==> src/rtl/tiny_wb_pkg.sv <==
// Shared register offsets, bit positions and sizing helpers for the tiny Wishbone
// FIFO port.
package tiny_wb_pkg;

  localparam logic [1:0] REG_CTRL   = 2'd0;
  localparam logic [1:0] REG_STATUS = 2'd1;
  localparam logic [1:0] REG_TXDATA = 2'd2;
  localparam logic [1:0] REG_IRQ    = 2'd3;

  localparam int unsigned CTRL_EN    = 0;
  localparam int unsigned CTRL_IRQEN = 1;
  localparam int unsigned CTRL_FLUSH = 2;
  localparam int unsigned ST_EMPTY   = 8;
  localparam int unsigned ST_FULL    = 9;
  localparam int unsigned ST_OVF     = 10;

  // A level counter must represent 0..depth inclusive.
  function automatic int unsigned level_width(input int unsigned depth);
    return $clog2(depth) + 1;
  endfunction

endpackage

==> src/rtl/tiny_sync_fifo.sv <==
// Single-clock FIFO with a synchronous flush; pushes when full and pops when empty
// are ignored.
module tiny_sync_fifo
  import tiny_wb_pkg::*;
#(
  parameter int unsigned DEPTH = 8,
  parameter int unsigned DW    = 8,
  localparam int unsigned AW   = $clog2(DEPTH),
  localparam int unsigned LW   = level_width(DEPTH)
) (
  input  logic          clk_i,
  input  logic          rst_ni,
  input  logic          push_i,
  input  logic [DW-1:0] data_i,
  input  logic          pop_i,
  input  logic          flush_i,
  output logic [DW-1:0] head_o,
  output logic [LW-1:0] level_o,
  output logic          full_o,
  output logic          empty_o
);

  logic [DW-1:0] mem_q [DEPTH];
  logic [AW-1:0] wr_ptr_q, wr_ptr_d;
  logic [AW-1:0] rd_ptr_q, rd_ptr_d;
  logic [LW-1:0] level_q, level_d;
  logic          do_push, do_pop;

  assign full_o  = (level_q == LW'(DEPTH));
  assign empty_o = (level_q == '0);
  assign head_o  = mem_q[rd_ptr_q];
  assign level_o = level_q;

  assign do_push = push_i & ~full_o;
  assign do_pop  = pop_i & ~empty_o;

  always_comb begin
    wr_ptr_d = wr_ptr_q;
    rd_ptr_d = rd_ptr_q;
    level_d  = level_q;
    if (flush_i) begin
      wr_ptr_d = '0;
      rd_ptr_d = '0;
      level_d  = '0;
    end else begin
      // Power-of-two depth: pointer increment wraps by truncation.
      if (do_push) wr_ptr_d = wr_ptr_q + AW'(1);
      if (do_pop)  rd_ptr_d = rd_ptr_q + AW'(1);
      level_d = level_q + LW'(do_push) - LW'(do_pop);
    end
  end

  always_ff @(posedge clk_i or negedge rst_ni) begin
    if (!rst_ni) begin
      wr_ptr_q <= '0;
      rd_ptr_q <= '0;
      level_q  <= '0;
    end else begin
      wr_ptr_q <= wr_ptr_d;
      rd_ptr_q <= rd_ptr_d;
      level_q  <= level_d;
    end
  end

  // Storage is not reset; stale contents are unreachable once pointers clear.
  always_ff @(posedge clk_i) begin
    if (do_push && !flush_i) begin
      mem_q[wr_ptr_q] <= data_i;
    end
  end

endmodule

==> src/rtl/tiny_wb_fifo_port.sv <==
// Wishbone-classic slave with a 4-register map feeding a TX byte FIFO that drains
// over a valid/ready stream and interrupts when it runs dry.
module tiny_wb_fifo_port
  import tiny_wb_pkg::*;
#(
  parameter logic [31:0] ADDR_BASE = 32'h3000_0000,
  parameter int unsigned DEPTH     = 8,
  parameter int unsigned DW        = 8,
  localparam int unsigned LW       = level_width(DEPTH)
) (
  input  logic          wb_clk_i,
  input  logic          wb_rst_ni,
  input  logic          wbs_cyc_i,
  input  logic          wbs_stb_i,
  input  logic          wbs_we_i,
  input  logic [3:0]    wbs_sel_i,
  input  logic [31:0]   wbs_adr_i,
  input  logic [31:0]   wbs_dat_i,
  output logic          wbs_ack_o,
  output logic [31:0]   wbs_dat_o,
  output logic [DW-1:0] tx_data_o,
  output logic          tx_valid_o,
  input  logic          tx_ready_i,
  output logic          irq_o
);

  logic          ack_q, ack_d;
  logic [31:0]   dat_q, dat_d;
  logic          en_q, en_d;
  logic          irqen_q, irqen_d;
  logic          ovf_q, ovf_d;
  logic          pend_q, pend_d;
  logic          irq_q, irq_d;

  logic          accept, wr;
  logic [1:0]    reg_sel;
  logic [31:0]   rdata;
  logic          fifo_push, fifo_pop, fifo_flush;
  logic          fifo_full, fifo_empty;
  logic [LW-1:0] fifo_level;
  logic          ovf_set, pend_set;
  logic          unused_bits;

  assign accept  = wbs_cyc_i & wbs_stb_i & (wbs_adr_i[31:4] == ADDR_BASE[31:4]) & ~ack_q;
  assign wr      = accept & wbs_we_i & wbs_sel_i[0];
  assign reg_sel = wbs_adr_i[3:2];

  assign tx_valid_o = en_q & ~fifo_empty;
  assign fifo_pop   = tx_valid_o & tx_ready_i;
  assign fifo_flush = wr & (reg_sel == REG_CTRL) & wbs_dat_i[CTRL_FLUSH];
  assign fifo_push  = wr & (reg_sel == REG_TXDATA);

  assign ovf_set  = fifo_push & fifo_full;
  // Flush overrides a same-cycle pop, so that pop never counts as draining.
  assign pend_set = fifo_pop & (fifo_level == LW'(1)) & ~fifo_flush;

  assign unused_bits = ^{wbs_sel_i[3:1], wbs_adr_i[1:0], wbs_dat_i};

  tiny_sync_fifo #(
    .DEPTH (DEPTH),
    .DW    (DW)
  ) u_fifo (
    .clk_i   (wb_clk_i),
    .rst_ni  (wb_rst_ni),
    .push_i  (fifo_push),
    .data_i  (wbs_dat_i[DW-1:0]),
    .pop_i   (fifo_pop),
    .flush_i (fifo_flush),
    .head_o  (tx_data_o),
    .level_o (fifo_level),
    .full_o  (fifo_full),
    .empty_o (fifo_empty)
  );

  always_comb begin
    rdata = '0;
    unique case (reg_sel)
      REG_CTRL: begin
        rdata[CTRL_EN]    = en_q;
        rdata[CTRL_IRQEN] = irqen_q;
      end
      REG_STATUS: begin
        rdata[LW-1:0]   = fifo_level;
        rdata[ST_EMPTY] = fifo_empty;
        rdata[ST_FULL]  = fifo_full;
        rdata[ST_OVF]   = ovf_q;
      end
      REG_TXDATA: rdata = '0;
      REG_IRQ:    rdata[0] = pend_q;
      default:    rdata = '0;
    endcase
  end

  always_comb begin
    ack_d   = accept;
    dat_d   = (accept && !wbs_we_i) ? rdata : '0;
    en_d    = en_q;
    irqen_d = irqen_q;
    ovf_d   = ovf_q;
    pend_d  = pend_q;
    irq_d   = pend_q & irqen_q;

    if (wr && reg_sel == REG_CTRL) begin
      en_d    = wbs_dat_i[CTRL_EN];
      irqen_d = wbs_dat_i[CTRL_IRQEN];
    end
    if (wr && reg_sel == REG_STATUS && wbs_dat_i[ST_OVF]) ovf_d = 1'b0;
    if (ovf_set) ovf_d = 1'b1;

    if (wr && reg_sel == REG_IRQ && wbs_dat_i[0]) pend_d = 1'b0;
    if (pend_set) pend_d = 1'b1;
  end

  always_ff @(posedge wb_clk_i or negedge wb_rst_ni) begin
    if (!wb_rst_ni) begin
      ack_q   <= 1'b0;
      dat_q   <= '0;
      en_q    <= 1'b0;
      irqen_q <= 1'b0;
      ovf_q   <= 1'b0;
      pend_q  <= 1'b0;
      irq_q   <= 1'b0;
    end else begin
      ack_q   <= ack_d;
      dat_q   <= dat_d;
      en_q    <= en_d;
      irqen_q <= irqen_d;
      ovf_q   <= ovf_d;
      pend_q  <= pend_d;
      irq_q   <= irq_d;
    end
  end

  assign wbs_ack_o = ack_q;
  assign wbs_dat_o = dat_q;
  assign irq_o     = irq_q;

endmodule

==> config.mk <==
export PLATFORM = sky130hd
export DESIGN_NAME = tiny_wb_fifo_port
export DESIGN_NICKNAME = d
export VERILOG_FILES = /design/src/rtl/tiny_wb_pkg.sv /design/src/rtl/tiny_sync_fifo.sv /design/src/rtl/tiny_wb_fifo_port.sv
export SDC_FILE = /design/constraint.sdc
export NUM_CORES = 1
export LEC_CHECK = 0
export ABC_AREA = 1
export ABC_CLOCK_PERIOD_IN_PS = 3370
export CAP_MARGIN = 30
export CORE_ASPECT_RATIO = 1.75
export CORE_MARGIN = 2
export CORE_UTILIZATION = 35
export DETAILED_ROUTE_END_ITERATION = 10
export GPL_TIMING_DRIVEN = 1
export PLACE_DENSITY = 0.71
export SYNTH_ARGS = -nofsm -noshare
export SYNTH_HDL_FRONTEND = slang
export SYNTH_SLANG_ARGS = --single-unit
==> constraint.sdc <==
create_clock -name wb_clk_i -period 3.37 [get_ports wb_clk_i]
set_input_delay 0.674 -clock wb_clk_i [delete_from_list [all_inputs] [get_ports wb_clk_i]]
set_output_delay 0.674 -clock wb_clk_i [all_outputs]
set_load 0.05 [all_outputs]
# Word level (Yosys, flattened, before mapping)
# Memories as Yosys holds them, arrays and structs flattened.
# Index checks and enable logic that the tools add are counted.
totals:
  register_bits: 27
  word_cells: 72
  mem_bits_rw: 64
  n_memories: 1
op_classes:
  n_mux: 16
  n_reduce_logical: 15
  addsub: 4
  n_eq_ne: 6
  n_bitwise: 20
mem_list:
  columns: ["memory", "depth", "word_bits", "rd", "rd_ports_with_merged_regs", "wr", "line_no", "source"]
  rows:
  - ["u_fifo.mem_q", 8, 8, 1, 0, 1, "tiny_sync_fifo.sv:23", "logic [DW-1:0] mem_q [DEPTH];"]
op_table:
  columns: ["cell", "n"]
  rows:
  - ["$eq A28 B26 Y1 const B", 1]
  - ["$and A1 B1 Y1", 16]
  - ["$mux W3", 5]
  - ["$mux W11", 1]
  - ["$reduce_bool A2 Y1", 4]
  - ["$logic_and A1 B1 Y1", 7]
  - ["$add A3 B1 Y3 const B", 2]
  - ["$mux W1", 6]
  - ["$add A4 B1 Y4", 1]
  - ["$eq A2 B2 Y1 const B", 2]
  - ["$eq A4 B1 Y1 const B", 1]
  - ["$eq A4 B4 Y1 const B", 1]
  - ["$logic_not A4 Y1", 1]
  - ["$mux W4", 1]
  - ["$not A1 Y1", 4]
  - ["$pmux W1 S4", 1]
  - ["$sub A4 B1 Y4", 1]
  - ["$eq A2 B1 Y1 const B", 1]
  - ["$logic_not A1 Y1", 2]
  - ["$logic_not A2 Y1", 1]
  - ["$mux W2", 1]
  - ["$pmux W1 S2", 1]

# Logic depth before layout (Yosys ltp)
logic_depth:
  word_depth: 11
  mapped_depth: 13

# Modules after synthesis
# A second synthesis with hierarchy kept.
hier_totals:
  hier_cells: 491
  area_unflattened_um2: 4453.0
by_module_without_submodules:
  columns: ["module", "seq_area_each_um2", "cells_per_inst", "area_each_um2", "instances"]
  rows:
  - ["tiny_sync_fifo", 2172.1, 366, 3528.4, 1]
  - ["tiny_wb_fifo_port", 325.3, 125, 924.6, 1]

# Worst setup path after synthesis
# OpenSTA, ideal clock, no wires.
synth_timing:
  path_kind: "register to output"
  startpoint: "reg u_fifo.rd_ptr_q[1]"
  endpoint: "out tx_data_o[6]"
  t_arrival_ns: 1.926
  path_slack_ns: 0.770
  required_ns: 2.696
  stages_incl_launch_ff: 7
  n_path_buf: 1
  cell_sequence: "dfrtp_1 inv_1 clkbuf_1 o21ai_0 o22ai_1 nor2_1 a31oi_1"
synth_via:
  elab_chain_len: 1
synth_lines:
  columns: ["item", "line_no", "source"]
  rows:
  - ["start, declared", "tiny_sync_fifo.sv:25", "logic [AW-1:0] rd_ptr_q, rd_ptr_d;"]
  - ["start signal, assigned", "tiny_sync_fifo.sv:60", "rd_ptr_q <= rd_ptr_d;"]
  - ["$mem_v2 Z8 W8", null, null]
  - ["end, declared", "tiny_wb_fifo_port.sv:21", "output logic [DW-1:0] tx_data_o,"]
# No other way between the ends.

# Worst setup path after layout
layout_timing:
  startpoint: "reg u_fifo.rd_ptr_q[0]"
  endpoint: "out tx_data_o[6]"
# The elaborated chain is that of the path after synthesis.

==> out/summary.txt <==
RUN STATUS
------------------------------------------------------------------------------------
Result of the run                                                       complete, no violations

POWER AND IR DROP
------------------------------------------------------------------------------------
Maximum VDD drop                                                              261 uV
Static Leak                                                                  2.03 nW
Power density relative to cell area                                      428 nW/um^2

TIMING
------------------------------------------------------------------------------------
Headroom to the max-slew limit                                                 0.629
Endpoints failing setup                                                            0
Final worst clock skew                                                    0.00460 ns
Setup repair after global routing missed its margin                               no
Max Clock Freq                                                             0.346 GHz
Final Max Slew Viols                                                               0
Actual transition at the worst max-transition pin                           0.556 ns
Shortest period the worst path allows                                        2.89 ns
Worst hold slack after final layout                                         0.504 ns
Post-Route Setup TNS                                                            0 ns
Fraction of the cycle the final worst path needs                               0.858
Final count of hold timing violations                                              0
Final WS setup                                                              0.478 ns

ROUTE
------------------------------------------------------------------------------------
Post-DR vias/cell                                                               4.79
Number of remaining DRC errors                                                     0
Detailed Routing Iterations Pass 1                                                 5
DRT antenna net count                                                              0
Drt first-iter violations                                                        260
Routed WL                                                               8620 microns
Via count                                                                       2795
Average wire per cell in the routed design                              14.8 microns

CLOCK NETWORK
------------------------------------------------------------------------------------
CTS tree                                                                         yes
Clock Pin Slew Worst Setup and Hold Paths                                    0.06 ns
Number of resized instances in the post-cts repair step                            0
Post-CTS Hold Buffers                                                              0
Clock buffers created by TritonCTS                                                 9
Post-CTS Repair Setup Buffers                                                      0
Clock tree root buffer cell                                                clkbuf_16
Clock tree sinks                                                                  87
H-Tree Level Count                                                                 3
Buffers from clock root to sink, at most                                           2
Clk Latency, worst-skew pair                                                 0.34 ns

CRITICAL PATH
------------------------------------------------------------------------------------
Data required time of the critical path                                      2.70 ns
Delay of the slowest cell on the worst path                                  0.39 ns
Crit Path Class                                                         flop to output pin
Startpoint type of the worst setup path                                         flop
Endpoint class of the critical path                                       output pin
Maximum fanout along the worst path                                               19
Endpoint arrival time on the critical path                                   2.22 ns
Count of buffering cells on the critical path with inverters included              3
Cell type of the slowest stage on the worst timing path                        inv_1
Cell Chain, Critical Path                                               inv_1 -> buf_4 -> o21ai_0 -> o22ai_1 -> nor2_1 -> a31oi_1 -> buf_4
CP top delay family                                                     buffers and inverters
Most numerous cell on the critical path                                        buf_4

SYNTH
------------------------------------------------------------------------------------
Area share of the leading cell type in the synthesized netlist                 0.484
Fraction of synthesis flops using an asynchronous set or reset pin             0.264
Number of flops mapped to enable cells by yosys                                   64
Number of storage elements in the synthesis netlist                               87
Cell type contributing the most total cell area after synthesis             edfxtp_1
Mean cell area of the mapped netlist                                      10.6 sq um
Total of warnings raised by yosys                                                  0
Fraction of the yosys area taken by sequential cells                           0.629
Cell with the most instances after synthesis                                  nor2_1
Unique masters post-synth                                                         30
Predominant post-synthesis flop cell                                        edfxtp_1
Mapped Area                                                               3970 sq um
Top post-synthesis cells by area                                        edfxtp_1 48%, dfrtp_1 15%, nor2_1 7.4%
Gate count after technology mapping                                              373
Top cells by count, synth                                               78 x nor2_1, 64 x edfxtp_1, 40 x o21ai_0

FLOORPLAN
------------------------------------------------------------------------------------
Number of rows in the core area                                                   51
Floorplan die height                                                     145 microns
Initial cell density of the core                                               0.357
Die X-Extent                                                            84.5 microns
Die Area                                                                 12200 sq um
Area of the core                                                         11100 sq um
Total I/O pin count                                                              117

GRT
------------------------------------------------------------------------------------
Wire length of the first global-routing pass                            13900 microns
Overflow left after global routing                                                 0
Total track usage                                                              0.150
Maximum number of pins on one net before global-route repair                      36
Number of antenna violations at the first check in global routing                  0
Vias in the first global route                                                  2868

FINAL LAYOUT
------------------------------------------------------------------------------------
Antenna diode instance count                                                       0
Layout cells sized above 1                                                    0.0951
Net count of the finished layout                                                 530
Synth-to-Final Area Change                                                     27.2%
Total non-filler cell area in the finished layout                         5040 sq um
Count of placed standard cells in the final layout, fillers left out             584

PLACEMENT
------------------------------------------------------------------------------------
Number of input and output port buffers inserted                                  63
Post-Place Cells                                                                 568
Placement-stage worst setup slack                                           0.562 ns
Global placement routability congestion                                        0.808
Hpwl dp                                                                 6100 microns
Cell area after placement                                                 4790 sq um

RUN
------------------------------------------------------------------------------------
Count of maximum capacitance violations                                            0

HOLD PATH
------------------------------------------------------------------------------------
Worst hold path class                                                   flop to flop

flip-flops by register name, summed over array words and instances (netlist names), 3 cells and up:
name             flops
u_fifo.mem_q        64
u_fifo.rd_ptr_q      3
u_fifo.level_o       4
u_fifo.wr_ptr_q      3
wbs_dat_o            7
per-layer routing:
| metal | vias up | track usage | part of all wire | routed length, microns |
|---|---|---|---|---|
| met3 | 22 | 0.0335 | 0.041 | 353 |
| met5 | - | 0 | 0 | 0 |
| li1 | 1369 | - | - | - |
| met4 | 0 | 0.0752 | 0.037 | 318 |
| met2 | 95 | 0.284 | 0.57 | 4880 |
| met1 | 1309 | 0.153 | 0.36 | 3070 |
final timing paths:
kind	slack, ns	from	cells past startpoint	to
worst max-delay path	0.48	u_fifo.rd_ptr_q[0]$_DFFE_PN0P_	7	tx_data_o[6]
worst min-delay path	0.50	pend_q$_DFFE_PN0P_	2	irq_o$_DFF_PN0_
worst max register to register	1.03	u_fifo.level_o[2]$_DFF_PN0_	11	u_fifo.level_o[2]$_DFF_PN0_
worst min register to register	0.50	pend_q$_DFFE_PN0P_	2	irq_o$_DFF_PN0_
max in group asynchronous	2.37	wb_rst_ni	2	u_fifo.rd_ptr_q[1]$_DFFE_PN0P_
min in group asynchronous	0.60	wb_rst_ni	1	u_fifo.wr_ptr_q[1]$_DFFE_PN0P_
cells in the final DEF, fill, tap and decap left out, types with 6 or more instances in the layout:
cell type        count
nor2_1              78
edfxtp_1            64
clkdlybuf4s50_1     55
o21ai_0             40
nand2_1             32
inv_1               29
conb_1              25
dfrtp_1             23
buf_4               13
nor3_1              12
nand3_1              9
a31oi_1              9
clkbuf_16            9
o22ai_1              8
ha_1                 8
buf_12               6
cells by family (layout without fill, tap and decap cells):
family          Yosys count  in the layout  synth area share
xor+xnor                  2              2           0.00442
simple gates            142            142             0.160
flops                    87             87             0.629
fa+ha+maj                 9              9            0.0303
other cells               1             25          0.000945
buf+inv                  68            123            0.0883
compound gates           64             64            0.0870
worst min-delay path: stages, from the launching register on:
cell and delay (ns):
dfrtp_1 0.37, nand2_1 0.06, inv_1 0.04
power breakdown:
group          switching [mW]  leakage (nW)  total [mW]  internal, mW
clock network           0.373         0.131       0.861         0.488
logic                  0.0952          1.04       0.148        0.0530
registers         0.000000150         0.860        1.15          1.15
stage by stage:
| stage | utilization | power (mW) |
|---|---|---|
| floorplan | - | 1.27 |
| global placement | 0.429 | 1.31 |
| detailed placement | 0.431 | 1.32 |
| CTS | 0.454 | 2.17 |
| global route | 0.454 | 2.24 |
| finish | 0.454 | 2.16 |
area by class of cell:
cell class	instances	area, sq um
Clock inverter	6	27.5
Multi-Input combinational cell	242	1210
Fill cell	1019	6060
Inverter	32	120
Timing Repair Buffer	75	796
Sequential cell	87	2500
Clock buffer	10	229
Tap cell	132	165
Power figures use the tool's default switching activity.
==> variant: new RTL, same flow settings <==
Make the reset (`rst_ni` and `wb_rst_ni`) synchronous in 2 clocked blocks.
--- a/src/rtl/tiny_sync_fifo.sv
+++ b/src/rtl/tiny_sync_fifo.sv
@@ -51,5 +51,5 @@
   end
 
-  always_ff @(posedge clk_i or negedge rst_ni) begin
+  always_ff @(posedge clk_i) begin
     if (!rst_ni) begin
       wr_ptr_q <= '0;
--- a/src/rtl/tiny_wb_fifo_port.sv
+++ b/src/rtl/tiny_wb_fifo_port.sv
@@ -112,5 +112,5 @@
   end
 
-  always_ff @(posedge wb_clk_i or negedge wb_rst_ni) begin
+  always_ff @(posedge wb_clk_i) begin
     if (!wb_rst_ni) begin
       ack_q   <= 1'b0;
Function: differs if wb_rst_ni is asserted again (counterexample within 4 cycles, from zero or initial values and one cycle with wb_rst_ni low); with wb_rst_ni held inactive, the same outputs for 10 cycles.
==> variant against the original RTL <==
Synthesized area decreased by 1.1%; design area is 2.1% lower; sequential share of layout area barely moved; sequential cell count is 3 higher; highest routed layer unchanged; worst setup slack gained 76 ps; wire length shrank 6.7%; worst hold slack got worse by 69 ps; maximum frequency is 2.7% higher; clock power increased by 9.4%; clock skew about the same; final cell count grew 2.6%; combinational power decreased by 6%; power rose by 4.8%.
==> variant: results (changes against the original RTL) <==
Power and ir drop
  – Pleak: 0.00184 uW (-9.4%)
  – VDD IR-drop max: 277 uV (+6.1%)
  – Design Power: 2260 uW (+4.8%)

Yosys
  – Sequential-to-total area share from yosys stat: 62.2% (-0.72 points)
  – Synth top cells by count: nor2_1 (94), edfxtp_1 (64), nand2_1 (35), o21ai_0 (34), inv_1 (30)
  – Post-synth cell types: 27 (-10%)
  – Fraction of registers with async set/reset: 0% (-26 points)
  – Synth top area cells: edfxtp_1 (49%), dfxtp_1 (13%), nor2_1 (9.0%)

Cells and area
  – Share of cells above drive strength 1: 9.21% (-0.31 points)
  – Layout Nets: 545 (+2.8%)
  – Largest Register: u_fifo.mem_q
  – Filler Cells Inserted: 998 (-2.1%)

Drt
  – Via/cell ratio: 4.79 (+0.15%)
  – DRT Wirelength: 8.04 mm (-6.7%)
  – Iteration-0 DRC count of the detailed router: 243 (-6.5%)

GRT
  – Number of global-route vias before repair: 2796 (-2.5%)
  – Global-route wire length before repair: 12.7 mm (-8.6%)
  – Largest net degree at the start of global routing: 33 (-8.3%)
  – All-Layer GR Usage: 13.4% (-1.6 points)

Run status
  – Outcome: finished clean

Critical path
  – Critical path fanouts, max: 27 (+8)
  – Critical Path Max Stage Delay: 550 ps (+160 ps)
  – Family with the most delay on the worst path: buffers and inverters
  – CP arrival: 2140 ps (-80 ps)

Placement
  – Port buffer count: 63 (unchanged)
  – HPWL Detailed: 5.74 mm (-5.9%)
  – Gpl congestion: 0.864 (+6.9%)

Clock tree
  – Post_cts resized: 0 (unchanged)

Timing
  – Slew @ Worst Pin: 760 ps (+204 ps)
  – Final clock skew: 4.25 ps (-0.355 ps)
## variant: kinds of logic (layout without fill, tap and decap cells)
logic type	count (synthesis)	count (layout)	synth area share, %
simple gates	161	161	17.3
buf+inv	65	121	8.61
other cells	1	25	0.0955
fa+ha+maj	9	9	3.06
flops	90	90	62.2
compound gates	58	58	8.00
xor+xnor	3	3	0.670
## variant: per-layer routing
metal,vias to the layer above,share of wire (%),global-route usage [%]
met5,-,0,0
met4,0,1.9,6.11
met3,16,5.7,3.03
met2,120,56,25.7
met1,1330,37,13.6
li1,1405,-,-
## variant: stage by stage
step	worst slack, ps	hold WS (ps)	std cells	area [um2]	utilization [%]
after floorplan	493	405	411	4020	-
after global placement	640	426	583	4650	42.1
after detailed placement	616	420	583	4650	42.1
after CTS	523	432	599	4940	44.7
after global routing	384	461	599	4940	44.7
final	554	435	599	4940	44.7
## variant: worst paths after layout
path	startpoint	to	slack (ps)	cells after the start
worst min register to register	ovf_q$_SDFFE_PN0P_	wbs_dat_o[10]$_SDFF_PN0_	440	2
worst max register to register	u_fifo.level_o[2]$_SDFF_PP0_	u_fifo.level_o[2]$_SDFF_PP0_	1070	11
worst min-delay path	ovf_q$_SDFFE_PN0P_	wbs_dat_o[10]$_SDFF_PN0_	440	2
worst max-delay path	register	tx_data_o[5]	550	7
## variant: layout make-up
type | count | area share, %
clock buffers | 10 | 4.64
clock inverters | 6 | 1.17
inverters | 31 | 2.36
multi-input cells | 256 | 25.0
flip-flops and latches | 90 | 49.5
well taps | 132 | 3.34
repair buffers | 74 | 14.0
## variant: worst min-delay path: cells and delay by family, from the launching register on
family                 cells  cell delay [ps]
buffers and inverters      1               50
DFF                        1              310
and+or+nand+nor            1               40
## variant: report_power, final
part,switching [uW],internal [uW]
clock,375,568
combinational,88.9,50.2
sequential,0.0000000203,1180
